===== config.mk =====
export PLATFORM = sky130hd
export DESIGN_NAME = sprite_obstacle_lane
export DESIGN_NICKNAME = d
export VERILOG_FILES = /design/src/rtl/sprite_obstacle_lane.sv
export SDC_FILE = /design/constraint.sdc
export NUM_CORES = 1
export LEC_CHECK = 0
export CAP_MARGIN = 20
export CORE_ASPECT_RATIO = 1.5
export CORE_UTILIZATION = 54
export DETAILED_ROUTE_END_ITERATION = 12
export PLACE_DENSITY = 0.93
export SYNTH_ARGS = -nofsm -noshare
export SYNTH_HDL_FRONTEND = slang
export SYNTH_SLANG_ARGS = --single-unit

===== constraint.sdc =====
create_clock -name i_clk -period 6.55 [get_ports i_clk]
set_input_delay 1.31 -clock i_clk [delete_from_list [all_inputs] [get_ports i_clk]]
set_output_delay 1.31 -clock i_clk [all_outputs]
set_load 0.005 [all_outputs]

===== src/rtl/sprite_obstacle_lane.sv =====
// One-lane hole obstacle: frame-ticked WAIT/FALL/CRUSHED sequencer with depth-scaled,
// slope-drifted sprite geometry and a registered pixel/hit output.
module sprite_obstacle_lane #(
  parameter int          X_CENTER      = 640,
  parameter int          X_DRIFT       = 0,
  parameter int          Y_BOTTOM      = 592,
  parameter int          SCALE2_Y      = 300,
  parameter int          SCALE4_Y      = 450,
  parameter int          HIT_Y_MIN     = 144,
  parameter int          CRUSH_Y_LO    = 540,
  parameter int          CRUSH_Y_HI    = 550,
  parameter int          PENGUIN_X     = 576,
  parameter int          RESPAWN_DELAY = 700,
  parameter int          CRUSH_HOLD    = 30,
  parameter logic [23:0] COLOR_FILL    = 24'h680100
) (
  input  logic        i_clk,
  input  logic        i_rst,
  input  logic [15:0] i_x,
  input  logic [15:0] i_y,
  input  logic        i_v_sync,
  input  logic [15:0] i_penguin_x,
  input  logic        i_penguin_jump,
  input  logic        i_is_finished,
  input  logic        i_is_dead,
  output logic [7:0]  o_red,
  output logic [7:0]  o_green,
  output logic [7:0]  o_blue,
  output logic        o_sprite_hit,
  output logic        o_crushed,
  output logic        o_active,
  output logic [15:0] o_sprite_y
);

  localparam logic [15:0] Y_BOT      = 16'(Y_BOTTOM);
  localparam logic [15:0] SC2        = 16'(SCALE2_Y);
  localparam logic [15:0] SC4        = 16'(SCALE4_Y);
  localparam logic [15:0] HIT_MIN    = 16'(HIT_Y_MIN);
  localparam logic [15:0] CR_LO      = 16'(CRUSH_Y_LO);
  localparam logic [15:0] CR_HI      = 16'(CRUSH_Y_HI);
  localparam logic [15:0] PEN_X      = 16'(PENGUIN_X);
  localparam logic [15:0] DELAY_LAST = 16'(RESPAWN_DELAY - 1);
  localparam logic [15:0] HOLD_LAST  = 16'(CRUSH_HOLD - 1);
  localparam int signed   XC         = X_CENTER;
  localparam int signed   DRIFT_K    = X_DRIFT;

  typedef enum logic [1:0] {ST_WAIT, ST_FALL, ST_CRUSHED} state_t;

  state_t      state_q, state_d;
  logic [15:0] delay_q, delay_d, hold_q, hold_d, sy_q, sy_d;
  logic        crushed_q, crushed_d;
  logic [2:0]  vs_q;
  logic        tick;
  logic [23:0] rgb_q, rgb_d;
  logic        hit_q, hit_d;

  // vs_q[1:0] is the synchroniser, vs_q[2] the edge-detect delay
  assign tick = vs_q[1] & ~vs_q[2] & ~i_is_finished & ~i_is_dead;

  always_ff @(posedge i_clk or posedge i_rst) begin
    if (i_rst) begin
      vs_q      <= '0;
      state_q   <= ST_WAIT;
      delay_q   <= '0;
      hold_q    <= '0;
      sy_q      <= '0;
      crushed_q <= 1'b0;
      rgb_q     <= '0;
      hit_q     <= 1'b0;
    end else begin
      vs_q      <= {vs_q[1:0], i_v_sync};
      state_q   <= state_d;
      delay_q   <= delay_d;
      hold_q    <= hold_d;
      sy_q      <= sy_d;
      crushed_q <= crushed_d;
      rgb_q     <= rgb_d;
      hit_q     <= hit_d;
    end
  end

  always_comb begin
    state_d   = state_q;
    delay_d   = delay_q;
    hold_d    = hold_q;
    sy_d      = sy_q;
    crushed_d = 1'b0;
    if (tick) begin
      unique case (state_q)
        ST_WAIT: begin
          if (delay_q == DELAY_LAST) begin
            state_d = ST_FALL;
            sy_d    = '0;
            delay_d = '0;
          end else begin
            delay_d = delay_q + 16'd1;
          end
        end
        ST_FALL: begin
          if (!i_penguin_jump && sy_q > CR_LO && sy_q < CR_HI && i_penguin_x == PEN_X) begin
            state_d   = ST_CRUSHED;
            hold_d    = '0;
            crushed_d = 1'b1;
          end else if (sy_q == Y_BOT) begin
            state_d = ST_WAIT;
            delay_d = '0;
          end else begin
            sy_d = sy_q + 16'd1;
          end
        end
        ST_CRUSHED: begin
          if (hold_q == HOLD_LAST) begin
            state_d = ST_WAIT;
            delay_d = '0;
          end else begin
            hold_d = hold_q + 16'd1;
          end
        end
        default: state_d = ST_WAIT;
      endcase
    end
  end

  // Hole outline, symmetric about col 15.5: per row, rim from lo, interior from in_lo
  function automatic logic [1:0] rom_idx(input logic [4:0] row, input logic [4:0] col);
    logic [4:0] lo, in_lo, mc;
    logic [1:0] v;
    lo    = 5'd31;
    in_lo = 5'd31;
    v     = 2'd0;
    case (row)
      5'd10, 5'd20:                      begin lo = 5'd11; in_lo = 5'd21; end
      5'd11, 5'd19:                      begin lo = 5'd8;  in_lo = 5'd10; end
      5'd12, 5'd18:                      begin lo = 5'd6;  in_lo = 5'd8;  end
      5'd13, 5'd14, 5'd15, 5'd16, 5'd17: begin lo = 5'd5;  in_lo = 5'd7;  end
      default: ;
    endcase
    mc = (col > 5'd15) ? 5'd31 - col : col;
    if (mc >= in_lo)   v = 2'd1;
    else if (mc >= lo) v = 2'd2;
    return v;
  endfunction

  logic [1:0]         s, idx;
  logic [15:0]        size, half, sprite_x, dx, dy;
  logic [4:0]         row, col;
  logic signed [31:0] drift_prod;
  logic               in_box, draw;

  always_comb begin
    if (sy_q < SC2)      s = 2'd0;
    else if (sy_q < SC4) s = 2'd1;
    else                 s = 2'd2;
    size       = 16'd32 << s;
    half       = 16'd16 << s;
    drift_prod = DRIFT_K * $signed({16'd0, sy_q});
    sprite_x   = 16'(XC - int'(half) + (drift_prod >>> 6));
    dx         = i_x - sprite_x;
    dy         = i_y - sy_q;
    in_box     = (dx < size) && (dy < size);
    unique case (s)
      2'd0:    begin col = dx[4:0]; row = dy[4:0]; end
      2'd1:    begin col = dx[5:1]; row = dy[5:1]; end
      default: begin col = dx[6:2]; row = dy[6:2]; end
    endcase
    idx   = rom_idx(row, col);
    draw  = in_box && (state_q == ST_FALL);
    rgb_d = (draw && idx == 2'd2) ? COLOR_FILL : 24'h000000;
    hit_d = draw && (idx != 2'd0) && (sy_q >= HIT_MIN);
  end

  assign o_red        = rgb_q[23:16];
  assign o_green      = rgb_q[15:8];
  assign o_blue       = rgb_q[7:0];
  assign o_sprite_hit = hit_q;
  assign o_crushed    = crushed_q;
  assign o_active     = (state_q == ST_FALL);
  assign o_sprite_y   = sy_q;

endmodule


## Word level (Yosys, flattened, before mapping)

Cells that the tools add are included.

| storage, ports and cells | value |
|---|---|
| register bits after elaboration | 79 |
| input bits | 54 |
| output and inout port bits | 43 |

| operators by class | value |
|---|---|
| add/sub/neg operators | 7 |
| magnitude comparators | 10 |
| equality and inequality tests | 27 |
| shift-type cells | 2 |
| mux-type cells | 30 |
| bitwise gates (word level) | 6 |
| reduce and logical (&&, ||, !) cells | 23 |

Operators with widths:

| kind | count |
|---|---|
| 16-bit 2-to-1 mux | 9 |
| 16-bit one-hot mux with 2 select lines | 2 |
| 16-bit by 1-bit adder with 16-bit output (second input constant) | 3 |
| 16-bit by 10-bit == test with 1-bit output (second input constant) | 3 |
| 16-bit one-hot mux with 3 select lines | 1 |
| 5-bit one-hot mux with 4 select lines | 2 |
| 16-bit < comparator | 2 |
| 16-bit by 9-bit < comparator with 1-bit output (second input constant) | 2 |
| 16-bit subtractor | 2 |
| 5-bit by 4-bit == test with 1-bit output (second input constant) | 6 |
| 5-bit == test (second input constant) | 5 |
| 23-bit 2-to-1 mux | 1 |
| 5-bit one-hot mux with 2 select lines | 2 |
| 16-bit by 5-bit == test with 1-bit output (second input constant) | 1 |
| 16-bit by 8-bit greater-or-equal comparator with 1-bit output (second input constant) | 1 |
| 16-bit by 10-bit > comparator with 1-bit output (second input constant) | 1 |
| 16-bit by 10-bit < comparator with 1-bit output (second input constant) | 1 |
| 2-bit 2-to-1 mux | 8 |
| 5-bit by 2-bit << shifter with 16-bit output (first input constant) | 1 |
| 6-bit by 2-bit << shifter with 16-bit output (first input constant) | 1 |
| 10-bit by 16-bit subtractor with 16-bit output (first input constant) | 1 |
| 5-bit greater-or-equal comparator | 2 |
| 2-bit inequality test (second input constant) | 5 |
| 5-bit AND reduction | 2 |
| 19 further kinds | 41 |

## Logic depth before layout (Yosys ltp)

| logic depth | value |
|---|---|
| word-level depth | 15 |
| mapped depth | 21 |
| mapped depth without buffers | 20 |

## Worst setup path before layout

No wires, ideal clock.

| timing | value |
|---|---|
| path type | flip-flop to flip-flop |
| start | reg sy_q[1], in the netlist o_sprite_y[1] |
| end | reg rgb_q[21] |
| data arrival time | 4,744 ps |
| slack | 1,701 ps |
| cell stages (with the launch flop) | 20 |
| path buffers | 0 |
| cell sequence | dfrtp_1 -> or4_4 -> o211a_4 -> nor2_8 -> inv_2 -> nor2_1 -> ha_1 -> ha_1 -> inv_1 -> fa_1 -> mux2_2 -> ha_1 -> and4_1 -> a21oi_1 -> o21bai_1 -> ha_1 -> or2_2 -> maj3_2 -> a41oi_2 -> nor4b_1 |

| on the way | value |
|---|---|
| longest elaborated chain between the ends | 15 |

RTL lines:

| what | RTL line | RTL |
|---|---|---|
| start: declaration | 50 | `logic [15:0] delay_q, delay_d, hold_q, hold_d, sy_q, sy_d;` |
| start signal: assignment | 75 | `sy_q <= sy_d;` |
| 16-bit by 9-bit < comparator with 1-bit output | 152 | `else if (sy_q < SC4) s = 2'd1;` |
| 2-bit 2-to-1 mux | 152 |  |
| 2-bit 2-to-1 mux | 151 | `if (sy_q < SC2) s = 2'd0;` |
| 5-bit by 2-bit << shifter with 16-bit output | 155 | `half = 16'd16 << s;` |
| 10-bit by 16-bit subtractor with 16-bit output | 157 | `sprite_x = 16'(XC - int'(half) + (drift_prod >>> 6));` |
| 16-bit subtractor | 158 | `dx = i_x - sprite_x;` |
| 5-bit one-hot mux with 2 select lines | 161 | `unique case (s)` |
| 5-bit subtractor / 5-bit by 4-bit > comparator with 1-bit output (equally long branches) | 138 | `mc = (col > 5'd15) ? 5'd31 - col : col;` |
| 5-bit 2-to-1 mux | 138 |  |
| 5-bit greater-or-equal comparator | 140 | `else if (mc >= lo) v = 2'd2;` |
| 2-bit 2-to-1 mux | 140 |  |
| 2-bit 2-to-1 mux | 139 | `if (mc >= in_lo) v = 2'd1;` |
| 2-bit == test | 168 | `rgb_d = (draw && idx == 2'd2) ? COLOR_FILL : 24'h000000;` |
| 1-bit logical AND (*) | 168 |  |
| 23-bit 2-to-1 mux (*) | 168 |  |
| end signal: assignment | 77 | `rgb_q <= rgb_d;` |
| end: declaration | 54 | `logic [23:0] rgb_q, rgb_d;` |

Every way passes the cells marked *; elsewhere a longest branch is shown, timed or not.
A chain may end at the register's enable or synchronous reset.

## Final worst setup path

| timing | value |
|---|---|
| start | reg sy_q[10], in the netlist o_sprite_y[10] |
| end | reg rgb_q[21] |

Same word-level chain as after synthesis.

==> impl_metrics.csv <==
group,metric,value,unit
cells_and_area,drive_gt1_share,4.90,%
clock_network,cts_tree,"done",
floorplanning,dieArea,0.0102,mm^2
clock_network,cts_resized,0,
clock_network,numCtsBuffers,5,
placement,gp_routability_congestion,0.942,
setup_path,r2r-end,"rgb_q[21]$_DFF_PP0_",
yosys,synthCells,665,
sta,finalSetupViolCount,0,
clock_network,cts.sinks,56,
setup_path,path_buf_inv,2,
sta,max_freq,175,MHz
yosys,synth-edff-count,0,
setup_path,critPathTopFamily,"simple AND/OR/NAND/NOR gates",
setup_path,critPathMaxStageDelay,0.53,ns
yosys,yosys_warnings,0,
hold_path,hold_end,"vs_q[1]$_DFF_PP0_",
yosys,ys_types,70,
pwr,p_per_area,134,mW/mm^2
global_routing,grt_pass1_wl,22.5,mm
sta,finalHoldViolCount,0,
route,vias_per_cell,6.12,
setup_path,ff2ff_path_depth,19,
route,ant_nets,0,
cells_and_area,nNetsFinal,842,
hold_path,hp-start,"vs_q[0]$_DFF_PP0_",
sta,fin_setup_tns,0,ns
sta,relSlewSlack,47.2,%
route,drc,0,
setup_path,critPathRequiredTime,6.73,ns
cells_and_area,nFillCells,763,
placement,dp_hpwl,10.8,mm
clock_network,cts_root_buffer,"clkbuf_16",
clock_network,clk_path_buf_depth,2,
sta,clock_skew,0.00784,ns
floorplanning,coreArea,0.00942,mm^2
setup_path,worstSetupPathType,"flop to flop",
floorplanning,die_h,123,um
run_status,outcome,"finished, final reports clean",
yosys,ys_top_cells_by_area,"dfrtp_1, ha_1, o21ai_0",
global_routing,grt_max_degree,57,
yosys,ys_async_sr_fraction,100,%
setup_path,r2r_slack,0.83,ns
pwr,ir_drop,0.248,mV
clock_network,postCtsHoldBufs,0,
cells_and_area,diodes,0,
sta,post-route-period-util,87.3,%
yosys,synth-seq-cells,56,
placement,io_buffers,76,
setup_path,r2r_start,"o_sprite_y[10]$_DFFE_PP0P_",
route,vias,5175,
cells_and_area,areaGrowthSynthToFinish,17.4,%
yosys,netlist_area,0.00530,mm^2
clock_network,clkLatencyLatePin,0.30,ns
global_routing,grt_use_total,26.6,%
floorplanning,ios,97,
route,dr.pass1.iters,5,
setup_path,cp_common_cell,"ha_1",
job,max-cap-violations,0,
sta,worstMarginPinSlew,0.791,ns
hold_path,whs_path_depth,0,
yosys,synth_seq_area_share,26.4,%
floorplanning,die_x,82.9,um
clock_network,clk_pin_slew,0.07,ns
floorplanning,initial_core_util,56.3,%
clock_network,cts_setup_buffers,0,
hold_path,hp-class,"flop to flop",
route,wire_per_inst,16.2,um
route,wl,13.7,mm
route,drt-initial-drc-count,328,
yosys,yosys.area.top_type,"dfrtp_1",
setup_path,critPathArrivalTime,5.90,ns
setup_path,crit_slowest_cell,"nor4_1",
setup_path,path_max_fanout,15,
floorplanning,row_count,43,
pwr,p_leak,0.00269,uW
sta,rsz0062_at_grt,"false",
sta,whs,0.354,ns
yosys,synth_area_per_cell,7.97,um^2
global_routing,antenna_found_initial,0,
clock_network,htree_levels,2,
global_routing,gr-total-overflow,0,
setup_path,crit_path_cell_trace,"nor4_1 -> nand2_1 -> nor2_8 -> inv_2 -> nor2_1 -> ha_1 -> ha_1 -> inv_1 -> fa_1 -> mux2_2 -> ha_1 -> and4_1 -> a21oi_1 -> o21bai_1 -> ha_1 -> or2_2 -> maj3_2 -> a41oi_2 -> nor4b_1",
sta,fin_crit,5.72,ns
yosys,synth_top_cell_area_share,26.4,%
setup_path,cp-end-kind,"flop",
setup_path,start_kind,"flop",
sta,slew_viol_final,0,
yosys,ys.flop_type,"dfrtp_1",
pwr,total_power,834,uW
global_routing,grt_pass1_vias,5138,
==> power by group <==
group	total, uW	internal (uW)	leakage [uW]	switching (uW)
registers	369	355	0.000720	13.9
clock network	273	151	0.0000766	122
logic	192	91.6	0.00190	100
total	834	598	0.00269	236
==> how the worst max path moves through the flow <==
stage                     slack [ns]  cells past startpoint                  end                        from
final                           0.83                     19  rgb_q[21]$_DFF_PP0_  o_sprite_y[10]$_DFFE_PP0P_
after global routing            0.54                     19  rgb_q[21]$_DFF_PP0_  o_sprite_y[10]$_DFFE_PP0P_
after CTS                       0.92                     19  rgb_q[21]$_DFF_PP0_  o_sprite_y[10]$_DFFE_PP0P_
after detailed placement        0.95                     19  rgb_q[21]$_DFF_PP0_  o_sprite_y[10]$_DFFE_PP0P_
after global placement          1.24                     17  rgb_q[21]$_DFF_PP0_                      i_y[0]
after floorplan                 1.70                     19  rgb_q[21]$_DFF_PP0_   o_sprite_y[1]$_DFFE_PP0P_
==> state kept, by name (all words and copies together) (netlist names) <==
| signal | count |
|---|---|
| vs_q | 3 |
| state_q | 2 |
| o_sprite_y | 16 |
| hold_q | 16 |
| o_sprite_hit | 1 |
| rgb_q | 1 |
| delay_q | 16 |
| o_crushed | 1 |
==> layer usage <==
metal  GRT usage (%)  vias to the layer above  routed length, um
li1                -                     2477                  -
met1            27.9                     2421               5050
met2            51.5                      221               7390
met3            3.34                       56                632
met4            14.4                        0                602
met5               0                        -                  0
==> layout make-up <==
| class | count | area (um^2) | share of cell area, % |
|---|---|---|---|
| multi-input cells | 539 | 3550 | 57.1 |
| flip-flops and latches | 56 | 1400 | 22.5 |
| repair buffers | 79 | 783 | 12.6 |
| inverters | 52 | 195 | 3.14 |
| well taps | 112 | 140 | 2.25 |
| clock buffers | 6 | 139 | 2.23 |
| clock inverters | 2 | 10.0 | 0.161 |
==> cells in the mapped netlist, types with 6 or more instances <==
master	n
nor2_1	56
nand2_1	65
xor2_1	10
o31ai_1	13
or3_1	6
dfrtp_1	56
o21a_1	11
and3_1	19
o21ai_0	49
nor3_1	18
o211ai_1	7
inv_1	51
nand4_1	8
a21oi_1	28
ha_1	53
nor2b_1	6
clkbuf_1	13
nand3_1	31
xnor2_1	19
or2_2	6
nor4_1	12
nor4b_1	6
buf_4	23
a31oi_1	9
nand2b_1	10
==> kinds of logic after synthesis <==
| group | count (synthesis) | share of synthesized area, % |
|---|---|---|
| XOR/XNOR | 29 | 4.79 |
| AO/OA/AOI/OAI | 156 | 19.6 |
| other | 2 | 0.142 |
| AND/OR/NAND/NOR | 270 | 26.3 |
| flip-flops | 56 | 26.4 |
| multiplexers | 6 | 1.20 |
| buffers and inverters | 90 | 8.05 |
| adder cells (fa/ha/maj) | 56 | 13.5 |
==> cell usage in the layout, fill, tap and decap left out, types with 19 or more instances in the layout <==
cell type         n
nand2_1          65
o21ai_0          49
nor2_1           56
conb_1           22
nand3_1          31
xnor2_1          19
a21oi_1          28
inv_1            50
dfrtp_1          56
clkdlybuf4s50_1  76
ha_1             53
and3_1           19
==> stage by stage <==
step | util (%) | std cells | worst slack [ns] | cell area (um^2)
6_report | 66.1 | 846 | 0.833 | 6220
5_1_grt | 66.1 | 846 | 0.536 | 6220
4_1_cts | 66.1 | 846 | 0.917 | 6220
3_5_place_dp | 64.5 | 838 | 0.946 | 6070
3_3_place_gp | 64.5 | 838 | 1.24 | 6070
2_1_floorplan | - | 685 | 1.70 | 5380
No activity file was read; power rests on OpenSTA's default activity.
==> variant (same flow settings) <==
The output `o_sprite_hit` loses its register stage (`hit_q` becomes a continuous assignment).
--- a/src/rtl/sprite_obstacle_lane.sv
+++ b/src/rtl/sprite_obstacle_lane.sv
@@ -66,7 +66,6 @@
       sy_q      <= '0;
       crushed_q <= 1'b0;
       rgb_q     <= '0;
-      hit_q     <= 1'b0;
     end else begin
       vs_q      <= {vs_q[1:0], i_v_sync};
       state_q   <= state_d;
@@ -75,9 +74,10 @@
       sy_q      <= sy_d;
       crushed_q <= crushed_d;
       rgb_q     <= rgb_d;
-      hit_q     <= hit_d;
     end
   end
+
+  assign hit_q = hit_d;
 
   always_comb begin
     state_d   = state_q;
Behaviour: same outputs for any inputs over 10 cycles, from zero or initial values and one cycle with i_rst high; that may be too few to reach the edited logic, so the function may still have changed.
==> variant against the unedited design <==
First-iteration DRC count down 18%. Global-route usage up 1.5 points. Maximum frequency fell by 12%. Worst setup slack got worse by 740 ps. Wire length grew 6.0%. Largest power group unchanged. Sequential cell count down 1. Largest cell class unchanged. Final area is 7.4% higher. Non-clock buffer count up 42. Synthesized area down 0.47%. Total power is 1.7% higher. Highest routed layer unchanged.
==> variant: results (changes against the unedited design) <==
synth:
  synth_area_leaders: "dfrtp_1 (26%), ha_1 (13%), o21ai_0 (4.6%), nand2_1 (4.6%), nor2_1 (4.0%)"
  synth_seq_area_share_pct: 26.1  # -0.35 points
  synthTopCellsByCount: "nand2_1 (65), nor2_1 (56), dfrtp_1 (55)"
worst_setup_path:
  endpoint: "o_sprite_hit"
  critPathLaunch: "i_y[2]"
  reg2reg_from: "o_sprite_y[1]$_DFFE_PP0P_"
  path_max_fanout: 4  # -11
  cp.arrival_ps: 5150  # -750 ps
  rrSetupSlack_ps: 1580  # +750 ps
cells_and_area:
  final_nets: 883  # +4.9%
  drive_gt1_share_pct: 13.9  # +9.0 points
  fillerInstances: 677  # -11%
global_route:
  gr-usage-all-layers_pct: 28.1  # +1.5 points
  grt_max_degree: 56  # -1.8%
  grt_pass1_vias: 5402  # +5.1%
route:
  drt-wirelength-per-cell_um: 16.3  # +1.1%
  vias_per_cell: 6.14  # +0.34%
  drt_iter0_markers: 269  # -18%
  firstDrtPassIters: 7  # +2
sta:
  holdWs_ps: 354  # -0.0510 ps
  finClkSkew_ps: 9.31  # +1.47 ps
  slew-limit-headroom_pct: 51.0  # +3.7 points
placement:
  place_congestion: 0.890  # -5.5%
  hpwlAfterDp_mm: 10.9  # +1.5%
pwr:
  vdd_drop_max_v: 0.000229  # -7.8%
  p_leak_nw: 2.90  # +7.6%
clocking:
  ctsHtreeMaxLevel: 2  # unchanged
  root_buffer: "clkbuf_16"
status:
  status: "complete, no violations"
[variant: final cells by class]
type | instances | area share, %
Multi-Input combinational cell | 539 | 55.7
Tap cell | 112 | 2.10
Clock buffer | 6 | 1.93
Inverter | 52 | 2.92
Timing Repair Buffer | 121 | 16.6
Sequential cell | 55 | 20.6
Clock inverter | 2 | 0.187
[variant: kinds of logic after synthesis]
| group | Yosys count | share of synthesized area [%] |
|---|---|---|
| AND/OR/NAND/NOR | 270 | 26.4 |
| buffers and inverters | 90 | 8.09 |
| AO/OA/AOI/OAI | 156 | 19.7 |
| flip-flops | 55 | 26.1 |
| XOR/XNOR | 29 | 4.81 |
| other | 2 | 0.142 |
| multiplexers | 6 | 1.21 |
| adder cells (fa/ha/maj) | 56 | 13.5 |
[variant: worst max-delay path: stages]
cell,delay [ps]
clkdlybuf4s50_1,520
ha_4,240
a21oi_1,180
a21boi_0,180
or2_2,370
a221o_1,420
or2_1,280
nand2_1,90
and3_1,190
ha_1,230
or2_2,280
maj3_2,330
a41oi_4,280
a2111oi_4,110
buf_2,150
[variant: power breakdown]
part	internal, mW	switching, mW
registers	0.349	0.0132
logic	0.114	0.114
clock network	0.141	0.117
total	0.604	0.244
[variant: stage by stage]
stage,cell area [sq um],std cells,worst slack (ps)
finish,6680,887,89.8
global route,6680,887,-33.0
CTS,6480,882,6.26
detailed placement,6330,874,-508
global placement,6330,874,-343
floorplan,5350,684,617
[variant: routing by layer]
layer  routed length [um]  GRT usage (%)
met2                 8000           55.2
met1                 5110           26.8
met5                    0              0
met3                  764           4.58
met4                  623           13.8
[variant: repair_timing]
action                     4_1_cts  5_1_grt
setup endpoints to repair        1        1
resized for setup                8       35
cloned                           0        0
pin swaps                        3       26
buffers inserted                 0        4
